File: src/rtl/pattern_seq.sv
// pattern_seq: multi-channel step-pattern generator with complementary,
// dead-time protected output pins.
// Latency: pins follow a target change one cycle later, plus DEAD_TIME
// cycles when the driven level changes. No backpressure: free-running once
// started.
// Ports:
//   CLK, RESET_N       clock, async active-low reset
//   START, STOP        run control (START sampled in IDLE only, STOP wins)
//   ONESHOT            1 = single pass, 0 = loop (latched with START)
//   PATTERN            channel c step s at bit c*PAT_LEN+s (latched with START)
//   PRESCALE           step length minus one, in CLK cycles (latched with START)
//   PIN_P, PIN_N       true / complementary output per channel
//   BUSY, DONE         running flag, one-cycle one-shot completion pulse
//   LED, USBPU         LED mirrors PIN_P[0]; USB pull-up held off
module pattern_seq #(
  parameter int CHANNELS  = 2,
  parameter int PAT_LEN   = 32,
  parameter int PRESC_W   = 24,
  parameter int DEAD_TIME = 2
) (
  input  logic                         CLK,
  input  logic                         RESET_N,
  input  logic                         START,
  input  logic                         STOP,
  input  logic                         ONESHOT,
  input  logic [CHANNELS*PAT_LEN-1:0]  PATTERN,
  input  logic [PRESC_W-1:0]           PRESCALE,
  output logic [CHANNELS-1:0]          PIN_P,
  output logic [CHANNELS-1:0]          PIN_N,
  output logic                         BUSY,
  output logic                         DONE,
  output logic                         LED,
  output logic                         USBPU
);

  localparam int STEP_W = $clog2(PAT_LEN);
  localparam logic [STEP_W-1:0] LAST_STEP = STEP_W'(PAT_LEN - 1);
  localparam logic [7:0] DT = 8'(DEAD_TIME);

  typedef enum logic {S_IDLE, S_RUN} state_t;

  state_t                        state;
  logic [STEP_W-1:0]             step;
  logic [PRESC_W-1:0]            presc;
  logic [PRESC_W-1:0]            presc_q;
  logic [CHANNELS*PAT_LEN-1:0]   pat_q;
  logic                          oneshot_q;

  // Run control: all run parameters are captured at START so that input
  // changes during a run have no effect.
  always_ff @(posedge CLK or negedge RESET_N) begin
    if (!RESET_N) begin
      state     <= S_IDLE;
      step      <= '0;
      presc     <= '0;
      presc_q   <= '0;
      pat_q     <= '0;
      oneshot_q <= 1'b0;
      DONE      <= 1'b0;
    end else begin
      DONE <= 1'b0;
      case (state)
        S_IDLE: begin
          if (START && !STOP) begin
            state     <= S_RUN;
            step      <= '0;
            presc     <= '0;
            presc_q   <= PRESCALE;
            pat_q     <= PATTERN;
            oneshot_q <= ONESHOT;
          end
        end
        S_RUN: begin
          if (STOP) begin
            state <= S_IDLE;
          end else if (presc == presc_q) begin
            presc <= '0;
            if (step == LAST_STEP) begin
              step <= '0;
              if (oneshot_q) begin
                state <= S_IDLE;
                DONE  <= 1'b1;
              end
            end else begin
              step <= step + 1'b1;
            end
          end else begin
            presc <= presc + 1'b1;
          end
        end
        default: state <= S_IDLE;
      endcase
    end
  end

  assign BUSY  = (state == S_RUN);
  assign USBPU = 1'b0;
  assign LED   = PIN_P[0];

  wire tgt_on = (state == S_RUN);

  for (genvar c = 0; c < CHANNELS; c++) begin : g_ch
    wire [PAT_LEN-1:0] pat_ch  = pat_q[c*PAT_LEN +: PAT_LEN];
    wire               tgt_lvl = pat_ch[step];

    logic       prev_on;
    logic       prev_lvl;
    logic [7:0] dt_cnt;
    logic       p_q;
    logic       n_q;

    // Any change of target (including off -> driven) parks both pins low for
    // DT cycles; a further change restarts the count. Turning off is
    // immediate since it cannot cause shoot-through.
    always_ff @(posedge CLK or negedge RESET_N) begin
      if (!RESET_N) begin
        prev_on  <= 1'b0;
        prev_lvl <= 1'b0;
        dt_cnt   <= '0;
        p_q      <= 1'b0;
        n_q      <= 1'b0;
      end else begin
        prev_on  <= tgt_on;
        prev_lvl <= tgt_lvl;
        if (!tgt_on) begin
          dt_cnt <= '0;
          p_q    <= 1'b0;
          n_q    <= 1'b0;
        end else if (!prev_on || (prev_lvl != tgt_lvl)) begin
          if (DT == 8'd0) begin
            p_q <= tgt_lvl;
            n_q <= ~tgt_lvl;
          end else begin
            dt_cnt <= DT;
            p_q    <= 1'b0;
            n_q    <= 1'b0;
          end
        end else if (dt_cnt > 8'd1) begin
          dt_cnt <= dt_cnt - 8'd1;
          p_q    <= 1'b0;
          n_q    <= 1'b0;
        end else begin
          dt_cnt <= '0;
          p_q    <= tgt_lvl;
          n_q    <= ~tgt_lvl;
        end
      end
    end

    assign PIN_P[c] = p_q;
    assign PIN_N[c] = n_q;
  end

endmodule
File: config.mk
export PLATFORM = sky130hd
export DESIGN_NAME = pattern_seq
export DESIGN_NICKNAME = d
export VERILOG_FILES = /design/src/rtl/pattern_seq.sv
export SDC_FILE = /design/constraint.sdc
export NUM_CORES = 1
export LEC_CHECK = 0
export BUFFER_PORTS_ARGS = -buffer_cell sky130_fd_sc_hd__clkbuf_2
export CORE_MARGIN = 2
export CORE_UTILIZATION = 40
export CTS_CLUSTER_DIAMETER = 150
export DETAILED_ROUTE_END_ITERATION = 12
export PLACE_DENSITY = 0.6
export SYNTH_ARGS = -nofsm -noshare
export SYNTH_HDL_FRONTEND = slang
export SYNTH_SLANG_ARGS = --single-unit
File: constraint.sdc
create_clock -name CLK -period 2 [get_ports CLK]
set_clock_uncertainty 0.05 [all_clocks]
set_input_delay 0.4 -clock CLK [delete_from_list [all_inputs] [get_ports CLK]]
set_output_delay 0.4 -clock CLK [all_outputs]
set_load 0.1 [all_outputs]
# After elaboration in Yosys (flattened, before gate mapping)
# Index checks and enable logic that the tools add are counted.
# classes
n_bitwise,3
eq_ne,7
reduce_logical,8
shift,0
magnitude_cmp,3
mux,42
div_mod_pow,0
add_sub_neg,4
multipliers,0
# op_table
cell,n
two-way mux 24 bit,3
two-way mux 8 bit,6
case mux 24 bit (2 select lines),1
"adder 24 x 1 -> 24 bit, second input constant",1
equality test 24 bit,1
two-way mux 1 bit,24
two-way mux 5 bit,4
"greater-than comparator 8 x 1 -> 1 bit, second input constant",2
"subtractor 8 x 1 -> 8 bit, second input constant",2
binary-select mux 1 bit (select 5 bit),2
case mux 5 bit (2 select lines),1
"less-than comparator 5 x 6 -> 1 bit, second input constant",1
"adder 5 x 1 -> 5 bit, second input constant",1
"equality test 5 bit, second input constant",1
"!= test 2 bit, second input constant",2
AND reduction 2 bit,2
inverter 1 bit,3
AND reduction 3 bit,1
logical NOT 1 bit,2
logical OR 1 bit,2
!= test 1 bit,2
"!= test 2 x 1 -> 1 bit, second input constant",1
case mux 1 bit (2 select lines),1
logical AND 1 bit,1
# word_totals
in_bits,93
latch_bits,0
reg_bits,143
ramBits,0
memories,0
word_cells,83
mem_bits_ro,0
out_inout_bits,8

# Longest topological paths before layout
# Gate-level depths: netlist of the first run.
# logic_depth
ltp_word,6
mapped_depth,8
depth_no_buf,7

# Worst setup path before layout of the first run
# No wires, ideal clock.
# synth_timing
kind,register to register
start,"register state, in the netlist BUSY"
end,register oneshot_q
stages_incl_launch_ff,7
required_ps,1825
path_slack_ps,-467
t_arrival_ps,2292
setup_time_ps,125
path_buffers,3
path_cell_list,dfrtp_1 > clkbuf_1 > inv_1 > and3_1 > clkbuf_1 > clkbuf_1 > mux2_2
# synth_via
elab_chain_len,2
# synth_lines
item,line_no,source
start: declaration,42,state_t state;
start signal: assignment,53,state <= S_IDLE;
start signal: assignment,65,state <= S_RUN;
start signal: assignment,75,state <= S_IDLE;
inverter 1 bit,-,
AND reduction 2 bit (no line),-,
end signal: assignment,58,oneshot_q <= 1'b0;
end signal: assignment,70,oneshot_q <= ONESHOT;
end: declaration,47,logic oneshot_q;
# Every way passes these cells.
# A chain may end at the register's enable or synchronous reset.

# Worst setup path after layout of the first run
# layout_timing
start,register step[1]
end,register g_ch[0].dt_cnt[5]
# layout_via
elab_chain_len,6
# layout_lines
item,line_no,source
start: declaration,43,logic [STEP_W-1:0] step;
start signal: assignment,85,step <= step + 1'b1;
binary-select mux 1 bit (select 5 bit),104,wire tgt_lvl = pat_ch[step];
two-way mux 1 bit (implied by the code),104,
via g_ch[0].tgt_lvl,104,
!= test 1 bit,129,end else if (!prev_on || (prev_lvl != tgt_lvl)) begin
logical OR 1 bit,129,
two-way mux 8 bit,129,
two-way mux 8 bit,125,if (!tgt_on) begin
end signal: assignment,139,dt_cnt <= dt_cnt - 8'd1;
end: declaration,108,logic [7:0] dt_cnt;
# The timed path passes the listed nets, and every way through them passes these cells. The select of a mux whose other input is x is not followed.

==> results_dict.tcl, run 1 <==
set metrics [dict create \
    status "finished, violations left" \
    failed_checks "setup timing" \
    drive_gt1_share_pct 50.4 \
    netlist.area_leader.share_pct 51.4 \
    avgSynthCellArea_um2 11.9 \
    syn_to_final_growth_pct 36.6 \
    final_cell_mix "dfrtp_1, clkbuf_2, mux2_2, buf_4, nand2_1" \
    htreeDepth 4 \
    synth_top_area_cell "dfrtp_1" \
    drc 0 \
    synthCells 585 \
    final_common_cell "dfrtp_1" \
    max_freq_mhz 454 \
    arrival_ps 2420 \
    drtIter0Drc 291 \
    cp-start-kind "flop" \
    p_per_area_nw_per_um2 1010 \
    rows 48 \
    grt_pass1_wl_um 27500 \
    cts_buffers 17 \
    p_comb_share_pct 25.2 \
    period_needed_ps 2200 \
    power.total_uw 9630 \
    drv_cap 0 \
    slew_headroom_pct 44.7 \
    gp_congestion 0.853 \
    wl_per_cell_um 17.5 \
    path_clk_slew_ps 60 \
    cp-end-kind "flop" \
    min_path_cells 2 \
    final_area_um2 9500 \
    grt_max_degree 55 \
    synth_area_leaders "dfrtp_1, mux2_2, mux2i_1, xor2_1, xnor2_1" \
    antenna_cells 0 \
    synth_top_flop_cell "dfrtp_1" \
    first_pass_iters 5 \
    fin_crit_sh_pct 110 \
    multi_input_area_um2 3610 \
    ant_nets 0 \
    power_frac_seq_pct 38.1 \
    yosysWarnings 0 \
    timing.final.hold_violations 0 \
    switching_share_pct 29.2 \
    initial_core_util_pct 40.5 \
    grt_setup_unrepaired "yes" \
    synth-edff-count 0 \
    die_area_um2 18500 \
    fill_cells 1477 \
    worst-path-max-fanout 15 \
    netlist_area_um2 6960 \
    finalSetupViolCount 35 \
    ff2ff_path_depth 9 \
    fin_nets 853 \
    grt_overflow 0 \
    die_y_um 136 \
    synth-async-reset-ratio_pct 100 \
    worstHoldStart "PATTERN[7]" \
    clockPowerShare_pct 36.8 \
    dp_hpwl_um 12200 \
    root_buffer "clkbuf_16" \
    ff_latch_area_um2 3590 \
    cts_buffer_depth 2 \
    ff2ff_setup_slack_ps -200 \
    insertion_delay_ps 430 \
    required_ps 2220 \
    viasPerCell 5.29 \
    die_w_um 136 \
    grt_pass1_vias 5364 \
    switchingPower_uw 2810 \
    ios 101 \
    leakagePower_uw 0.00423 \
    ys_ff_latch 143 \
    ir_drop_mv 0.641 \
    r2r-start "step[1]" \
    path_class "flop to flop" \
    port-buffer-count 99 \
    tightestPinTransition_ps 827 \
    drt-total-wl_um 17300 \
    routed-via-count 5240 \
    worst_slack_ps -204 \
    synth_cell_types 48 \
    cts_tree "done" \
    p_int_uw 6810 \
    seq_area_frac_synth_pct 51.4 \
    slew_viol_final 0 \
    min_path_type "primary input to flop" \
    min_to "pat_q[7]" \
    grtUsageTotal_pct 19.4 \
    core_um2 17200 \
    antenna_found_initial 0 \
    syn_nets 685 \
    reg2reg_to "g_ch[0].dt_cnt[5]" \
    placed_area_um2 8230 \
    cts.sinks 143 \
]
## power by group through the flow
stage | Combinational, uW | Sequential [uW] | Clock, uW
4_1_cts | 2320 | 3650 | 3600
3_5_place_dp | 2030 | 3680 | 0
6_report | 2420 | 3670 | 3540
2_1_floorplan | 1340 | 3590 | 0
3_3_place_gp | 1950 | 3660 | 0
5_1_grt | 2610 | 3710 | 3720
## worst max path at each step
stage	cells past startpoint	to	from
CTS	9	g_ch[1].dt_cnt[0]	step[1]
global placement	7	g_ch[1].dt_cnt[4]	step[2]
finish	9	g_ch[0].dt_cnt[5]	step[1]
global route	9	g_ch[0].dt_cnt[3]	step[1]
detailed placement	7	g_ch[1].dt_cnt[5]	step[2]
floorplan	8	presc[11]	presc[7]
## worst max-delay path, cell delays in order, from the launching register on
cell,delay [ps]
dfrtp_2,430
buf_12,170
buf_8,140
mux2i_4,180
a22oi_2,170
a21oi_2,90
nor4_4,200
buf_4,180
xor2_4,320
nor4_2,100
## registers in the layout, summed over array words and instances, names as in the netlist
signal / flops
LED: 1
DONE: 1
g_ch.n_q: 2
BUSY: 1
presc: 24
g_ch.prev_on: 1
g_ch.p_q: 1
step: 5
oneshot_q: 1
pat_q: 64
g_ch.prev_lvl: 2
presc_q: 24
g_ch.dt_cnt: 16
## cells by family (layout without fill, tap and decap cells)
kind of cell	after synthesis	count (layout)	synth area share, %
and+or+nand+nor	154	154	12.4
DFF	143	143	51.4
muxes	122	122	19.2
AOI/OAI and AO/OA	68	68	6.62
buffers and inverters	47	228	3.42
xor gates and xnor gates	43	43	5.63
adders and majority gates	7	7	1.26
other	1	1	0.0539
## final cells by class
type                       count  area share [%]
inverter                      13           0.513
timing repair buffer         183            13.8
clock inverter                12            2.17
sequential                   143            37.7
multi-input combinational    395            38.0
clock buffer                  20            4.81
tap                          225            2.96
## stage by stage
| step | instances | setup TNS [ps] | hold WS [ps] | setup WS [ps] | utilization (%) |
|---|---|---|---|---|---|
| 2_1_floorplan | 585 | 0 | 54.4 | 3.18 | - |
| 3_3_place_gp | 947 | -3450 | 293 | -200 | 47.9 |
| 3_5_place_dp | 947 | -7350 | 299 | -475 | 47.9 |
| 4_1_cts | 986 | -4150 | 141 | -178 | 54.0 |
| 5_1_grt | 991 | -8750 | 141 | -295 | 55.3 |
| 6_report | 991 | -3840 | 153 | -204 | 55.3 |
## synthesized netlist by cell type, types with 15 or more instances
library cell and count:
a21oi_1 15, a22oi_1 16, clkbuf_1 19, dfrtp_1 143
mux2_2 90, mux2i_1 32, nand2_1 30, nand3_1 25
nor2_1 20, nor4_1 22, xnor2_1 16, xor2_1 25
## per-layer routing
metal	GRT usage, %	share of wire [%]
met1	25.2	44
met4	6.77	1.7
met3	4.18	3.6
met2	32.2	51
met5	0	0
## repair_timing
action / 4_1_cts / 5_1_grt
gates cloned: 0 / 0
hold buffers: 1 / 0
hold endpoints to repair: 40 / 0
setup endpoints to repair: 45 / 50
buffers inserted: 6 / 5
pin swaps: 44 / 23
gates resized for setup: 74 / 36
Note: power is estimated with default switching activity, not from simulation.
==> run 2: changes to the inputs <==
--- a/config.mk
+++ b/config.mk
@@ -10,6 +10,7 @@
 export CORE_UTILIZATION = 40
 export CTS_CLUSTER_DIAMETER = 150
 export DETAILED_ROUTE_END_ITERATION = 12
+export MAX_ROUTING_LAYER = met4
 export PLACE_DENSITY = 0.6
 export SYNTH_ARGS = -nofsm -noshare
 export SYNTH_HDL_FRONTEND = slang
==> run 2 against run 1 <==
Against the previous run:
- the flow still finishes with violations (setup timing)
- die area unchanged
- sequential power about the same
- clock power hardly changed
- clock-buffer cell count stayed put
- utilization decreased by 0.15 points
- setup slack better by 4.6 ps
- register-to-register slack barely moved
- routed wire length decreased by 0.40%
- global-route usage grew 0.58 points
- critical path type unchanged
- via count is 0.73% higher
- first-iteration DRC count fell by 4.1%
==> results_dict.tcl, run 2 (same netlist as run 1, synthesis figures left out) <==
set metrics [dict create \
    cts_tree "done" \
    port-buffer-count 99 \
    wl_per_cell_um 17.4 \
    use_met2_pct 32.0 \
    worstHoldStart "PATTERN[7]" \
    fin_crit_sh_pct 110 \
    switching_share_pct 29.2 \
    timing.final.hold_violations 0 \
    rows 48 \
    failed_checks "setup timing" \
    ff2ff_setup_slack_ps -200 \
    initial_core_util_pct 40.5 \
    core_um2 17200 \
    p_comb_share_pct 25.3 \
    slew_headroom_pct 43.4 \
    die_y_um 136 \
    cts.sinks 143 \
    viasPerCell 5.32 \
    startpoint "step[1]" \
    switchingPower_uw 2810 \
    met1_usage_pct 25.4 \
    timing.hold.ws_ps 152 \
    fin_nets 855 \
    cts_buffer_depth 2 \
    p_per_area_nw_per_um2 1020 \
    largest_register "pat_q" \
    grt_max_degree 55 \
    gp_congestion 0.867 \
    cp-start-kind "flop" \
    leakagePower_uw 0.00420 \
    ios 101 \
    slew_viol_final 0 \
    path_class "flop to flop" \
    path_clk_slew_ps 60 \
    largest_reg_flops 64 \
    ant_nets 0 \
    clockPowerShare_pct 36.7 \
    first_pass_iters 4 \
    power.total_uw 9640 \
    grt_setup_unrepaired "yes" \
    power_frac_seq_pct 38.0 \
    die_w_um 136 \
    ir_drop_mv 0.640 \
    routed-via-count 5278 \
    reg_top3 "pat_q (64), presc (24), presc_q (24)" \
    p_int_uw 6820 \
    die_area_um2 18500 \
    max_freq_mhz 455 \
    dp_hpwl_um 12200 \
    final_common_cell "dfrtp_1" \
    drive_gt1_share_pct 50.4 \
    drv_cap 0 \
    grt_pass1_vias 5360 \
    worst-path-max-fanout 15 \
    status "finished, violations left" \
    final_area_um2 9480 \
    fill_cells 1489 \
    grtUsageTotal_pct 20.0 \
    arrival_ps 2420 \
    root_buffer "clkbuf_16" \
    cts_buffers 17 \
    worst_slack_ps -200 \
    syn_to_final_growth_pct 36.2 \
    cp-end-kind "flop" \
    grt_pass1_wl_um 27500 \
    drc 0 \
    insertion_delay_ps 430 \
    antenna_found_initial 0 \
    fin_util_pct 55.2 \
    tightestPinTransition_ps 847 \
    grt.busiest_layer "met2" \
    min_path_type "primary input to flop" \
    drt-total-wl_um 17300 \
    required_ps 2220 \
    period_needed_ps 2200 \
    final_cell_mix "dfrtp_1, clkbuf_2, mux2_2, buf_4, nand2_1" \
    r2r-start "step[1]" \
    placed_area_um2 8230 \
    drtIter0Drc 279 \
    htreeDepth 4 \
    grtUsageMet3_pct 3.58 \
    finalSetupViolCount 32 \
    grt_overflow 0 \
    antenna_cells 0 \
]
[run 2: final timing paths]
| check | endpoint | depth (start not counted) |
|---|---|---|
| min in group asynchronous | presc_q[21] | 2 |
| worst max register to register | g_ch[0].dt_cnt[4] | 9 |
| worst max-delay path | g_ch[0].dt_cnt[4] | 9 |
| worst min-delay path | pat_q[7] | 2 |
| max in group asynchronous | pat_q[42] | 3 |
| worst min register to register | pat_q[24] | 1 |
[run 2: cell type report]
cell class	instances	area, um2	share of cell area, %
well taps	225	282	2.97
repair buffers	185	1320	13.9
inverters	13	48.8	0.515
clock inverters	12	206	2.18
clock buffers	20	457	4.82
flip-flops and latches	143	3590	37.8
multi-input cells	395	3580	37.7
[run 2: what timing repair did]
item                                    in CTS  in global routing
resized for setup                           74                 32
hold endpoints to repair                    40                  0
hold buffers                                 1                  0
pin swaps                                   44                 12
setup buffers                                6                  7
endpoints found under the setup margin      45                 50
[run 2: worst max-delay path, stage by stage (launching register included)]
cell,delay [ps]
dfrtp_2,430
buf_12,170
buf_8,140
mux2i_4,180
a22oi_2,170
a21oi_2,90
nor4_4,200
buf_4,180
xor2_4,310
nor4_1,110
[run 2: through the flow]
stage	instances	setup TNS [ps]	worst slack [ps]
floorplan	585	0	3.18
global placement	947	-3450	-200
detailed placement	947	-7350	-475
CTS	986	-4150	-178
global route	993	-8260	-292
finish	993	-3740	-200
[run 2: power groups by stage]
stage	registers, uW	logic (uW)	clock network, uW
floorplan	3590	1340	0
global placement	3660	1950	0
detailed placement	3680	2030	0
CTS	3650	2320	3600
global route	3710	2630	3720
finish	3660	2440	3540
[run 2: layer usage]
layer  vias up  routed length (um)
met1      2671                7580
met2       113                8740
li1       2470                   -
met5         -                   0
met3        24                 578
met4         0                 359
==> run 3: changes to the inputs <==
--- a/config.mk
+++ b/config.mk
@@ -11,7 +11,7 @@
 export CTS_CLUSTER_DIAMETER = 150
 export DETAILED_ROUTE_END_ITERATION = 12
 export MAX_ROUTING_LAYER = met4
-export PLACE_DENSITY = 0.6
+export PLACE_DENSITY = 0.57
 export SYNTH_ARGS = -nofsm -noshare
 export SYNTH_HDL_FRONTEND = slang
 export SYNTH_SLANG_ARGS = --single-unit
==> constraint.sdc (replaced) <==
create_clock -name CLK -period 2.7 [get_ports CLK]
set_clock_uncertainty 0.05 [all_clocks]
set_input_delay 0.54 -clock CLK [delete_from_list [all_inputs] [get_ports CLK]]
set_output_delay 0.54 -clock CLK [all_outputs]
set_load 0.1 [all_outputs]
==> run 3 against run 2 <==
Against the previous run:
- the run now ends clean
- combinational power down 45%
- clock-buffer cell count fell by 1
- register-to-register slack gained 390 ps
- clock power is 31% lower
- hold slack got worse by 130 ps
- first-iteration DRC count increased by 2.2%
- total power down 33%
- global-route usage down 1.2 points
- sequential power decreased by 27%
- flip-flop and latch count did not move
- fmax shrank 12%
- critical endpoint is now g_ch[1].dt_cnt[7]
- largest cell class unchanged
==> results_dict.tcl, run 3 (same netlist as run 1, synthesis figures left out) <==
set metrics [dict create \
    multi_input_area_um2 3160 \
    switchingPower_uw 1820 \
    timing.hold.ws_ps 23.8 \
    antenna_cells 0 \
    cts_hold_buf 0 \
    path_clk_slew_ps 60 \
    status "finished clean" \
    period_needed_ps 2510 \
    top_layer_used "met4" \
    placed_area_um2 7720 \
    cts_tree "done" \
    grt_setup_unrepaired "no" \
    antenna_found_initial 0 \
    final_cell_mix "dfrtp_1, clkbuf_2, mux2_2, mux2i_1, nand2_1" \
    tightestPinTransition_ps 678 \
    cp-end-kind "flop" \
    root_buffer "clkbuf_16" \
    dp_hpwl_um 11400 \
    path_class "flop to flop" \
    routedLengthMet1_um 7210 \
    clockPowerShare_pct 37.9 \
    fin_crit_sh_pct 93.1 \
    final_common_cell "dfrtp_1" \
    drive_gt1_share_pct 35.8 \
    syn_to_final_growth_pct 20.2 \
    arrival_ps 2780 \
    finalSetupViolCount 0 \
    final_area_um2 8360 \
    fill_cells 1604 \
    switching_share_pct 28.2 \
    max_freq_mhz 398 \
    die_w_um 136 \
    largest_register "pat_q" \
    port-buffer-count 99 \
    htreeDepth 4 \
    met2_length_um 7670 \
    ff2ff_path_depth 7 \
    leakagePower_uw 0.00371 \
    p_comb_share_pct 20.7 \
    ios 101 \
    wl_per_cell_um 17.1 \
    gp_congestion 0.828 \
    required_ps 2960 \
    cp-start-kind "flop" \
    p_per_area_nw_per_um2 774 \
    first_pass_iters 4 \
    cts_setup_buffers 0 \
    worst-path-max-fanout 21 \
    ff2ff_setup_slack_ps 190 \
    ff_latch_area_um2 3580 \
    grt_pass1_wl_um 26000 \
    power_frac_seq_pct 41.4 \
    fin_nets 783 \
    drtIter0Drc 285 \
    grt_max_degree 52 \
    initial_core_util_pct 40.5 \
    min_path_type "primary input to asynchronous set/reset pin" \
    reg_top3 "pat_q (64), presc (24), presc_q (24)" \
    slew_viol_final 0 \
    fin_tns_setup_ps 0 \
    grt_pass1_vias 5050 \
    die_area_um2 18500 \
    drt-total-wl_um 15800 \
    r2r-start "step[1]" \
    wl_met3_um 701 \
    ir_drop_mv 0.454 \
    drc 0 \
    routed-via-count 4864 \
    die_y_um 136 \
    viasPerCell 5.28 \
    timing.final.hold_violations 0 \
    slew_headroom_pct 54.7 \
    ant_nets 0 \
    largest_reg_flops 64 \
    drv_cap 0 \
    grtUsageTotal_pct 18.8 \
    cts.sinks 143 \
    grt_overflow 0 \
    dp_cells 889 \
    rows 48 \
    cts_buffers 17 \
    cts_resized 0 \
    finalNonFillerCells 921 \
    reg2reg_to "g_ch[1].dt_cnt[7]" \
    cts_buffer_depth 2 \
    p_int_uw 4640 \
    insertion_delay_ps 420 \
    core_um2 17200 \
]
==> run 3: cell count changes in the layout (fill, tap and decap cells not counted), sizes merged <==
cell / previous run / this run
buf: 86 / 15
bufinv: 5 / 4
dlygate4sd3: 1 / 0
clkinv: 4 / 5
clkbuf: 118 / 117
inv: 15 / 14
clkinvlp: 1 / 3
==> run 3: power by group through the flow <==
| stage | logic, uW | clock network, uW | registers, uW |
|---|---|---|---|
| after global routing | 1480 | 2620 | 2720 |
| after global placement | 1320 | 0 | 2700 |
| after detailed placement | 1350 | 0 | 2720 |
| final | 1340 | 2450 | 2680 |
| after CTS | 1350 | 2510 | 2680 |
| after floorplan | 989 | 0 | 2660 |
==> run 3: layer usage <==
metal / vias up / global-route usage [%]
li1: 2319 / -
met1: 2407 / 25.0
met2: 121 / 29.0
met3: 17 / 4.14
met4: 0 / 5.56
met5: - / -
==> run 3: per-stage QoR <==
| step | power (uW) | utilization, % | setup WS (ps) |
|---|---|---|---|
| after floorplan | 3650 | - | 233 |
| after global placement | 4020 | 45.0 | 121 |
| after detailed placement | 4070 | 45.0 | 112 |
| after CTS | 6550 | 48.6 | 117 |
| after global routing | 6820 | 48.7 | 42.4 |
| final | 6470 | 48.7 | 187 |
==> run 3: critical path: stages (launching register included) <==
cell and delay (ps):
dfrtp_2 360, buf_4 330, mux2i_1 290, a22oi_1 130
a211oi_1 570, nor4_4 130, xor2_2 230, nor4_1 310
==> run 3: layout make-up <==
cell class                      count  share of cell area, %
Inverter                           13                  0.584
Clock buffer                       19                   5.18
Clock inverter                     13                   2.24
Tap cell                          225                   3.37
Sequential cell                   143                   42.8
Multi-Input combinational cell    395                   37.8
Timing Repair Buffer              113                   8.01
==> run 3: worst max path at each step <==
stage / endpoint / from / depth (start not counted) / slack [ps]
4_1_cts: g_ch[1].dt_cnt[7] / step[0] / 6 / 120
3_5_place_dp: g_ch[1].dt_cnt[2] / step[0] / 6 / 110
6_report: g_ch[1].dt_cnt[7] / step[1] / 7 / 190
5_1_grt: g_ch[1].dt_cnt[7] / step[1] / 7 / 40
2_1_floorplan: oneshot_q / BUSY / 6 / 230
3_3_place_gp: g_ch[1].dt_cnt[5] / step[0] / 6 / 120
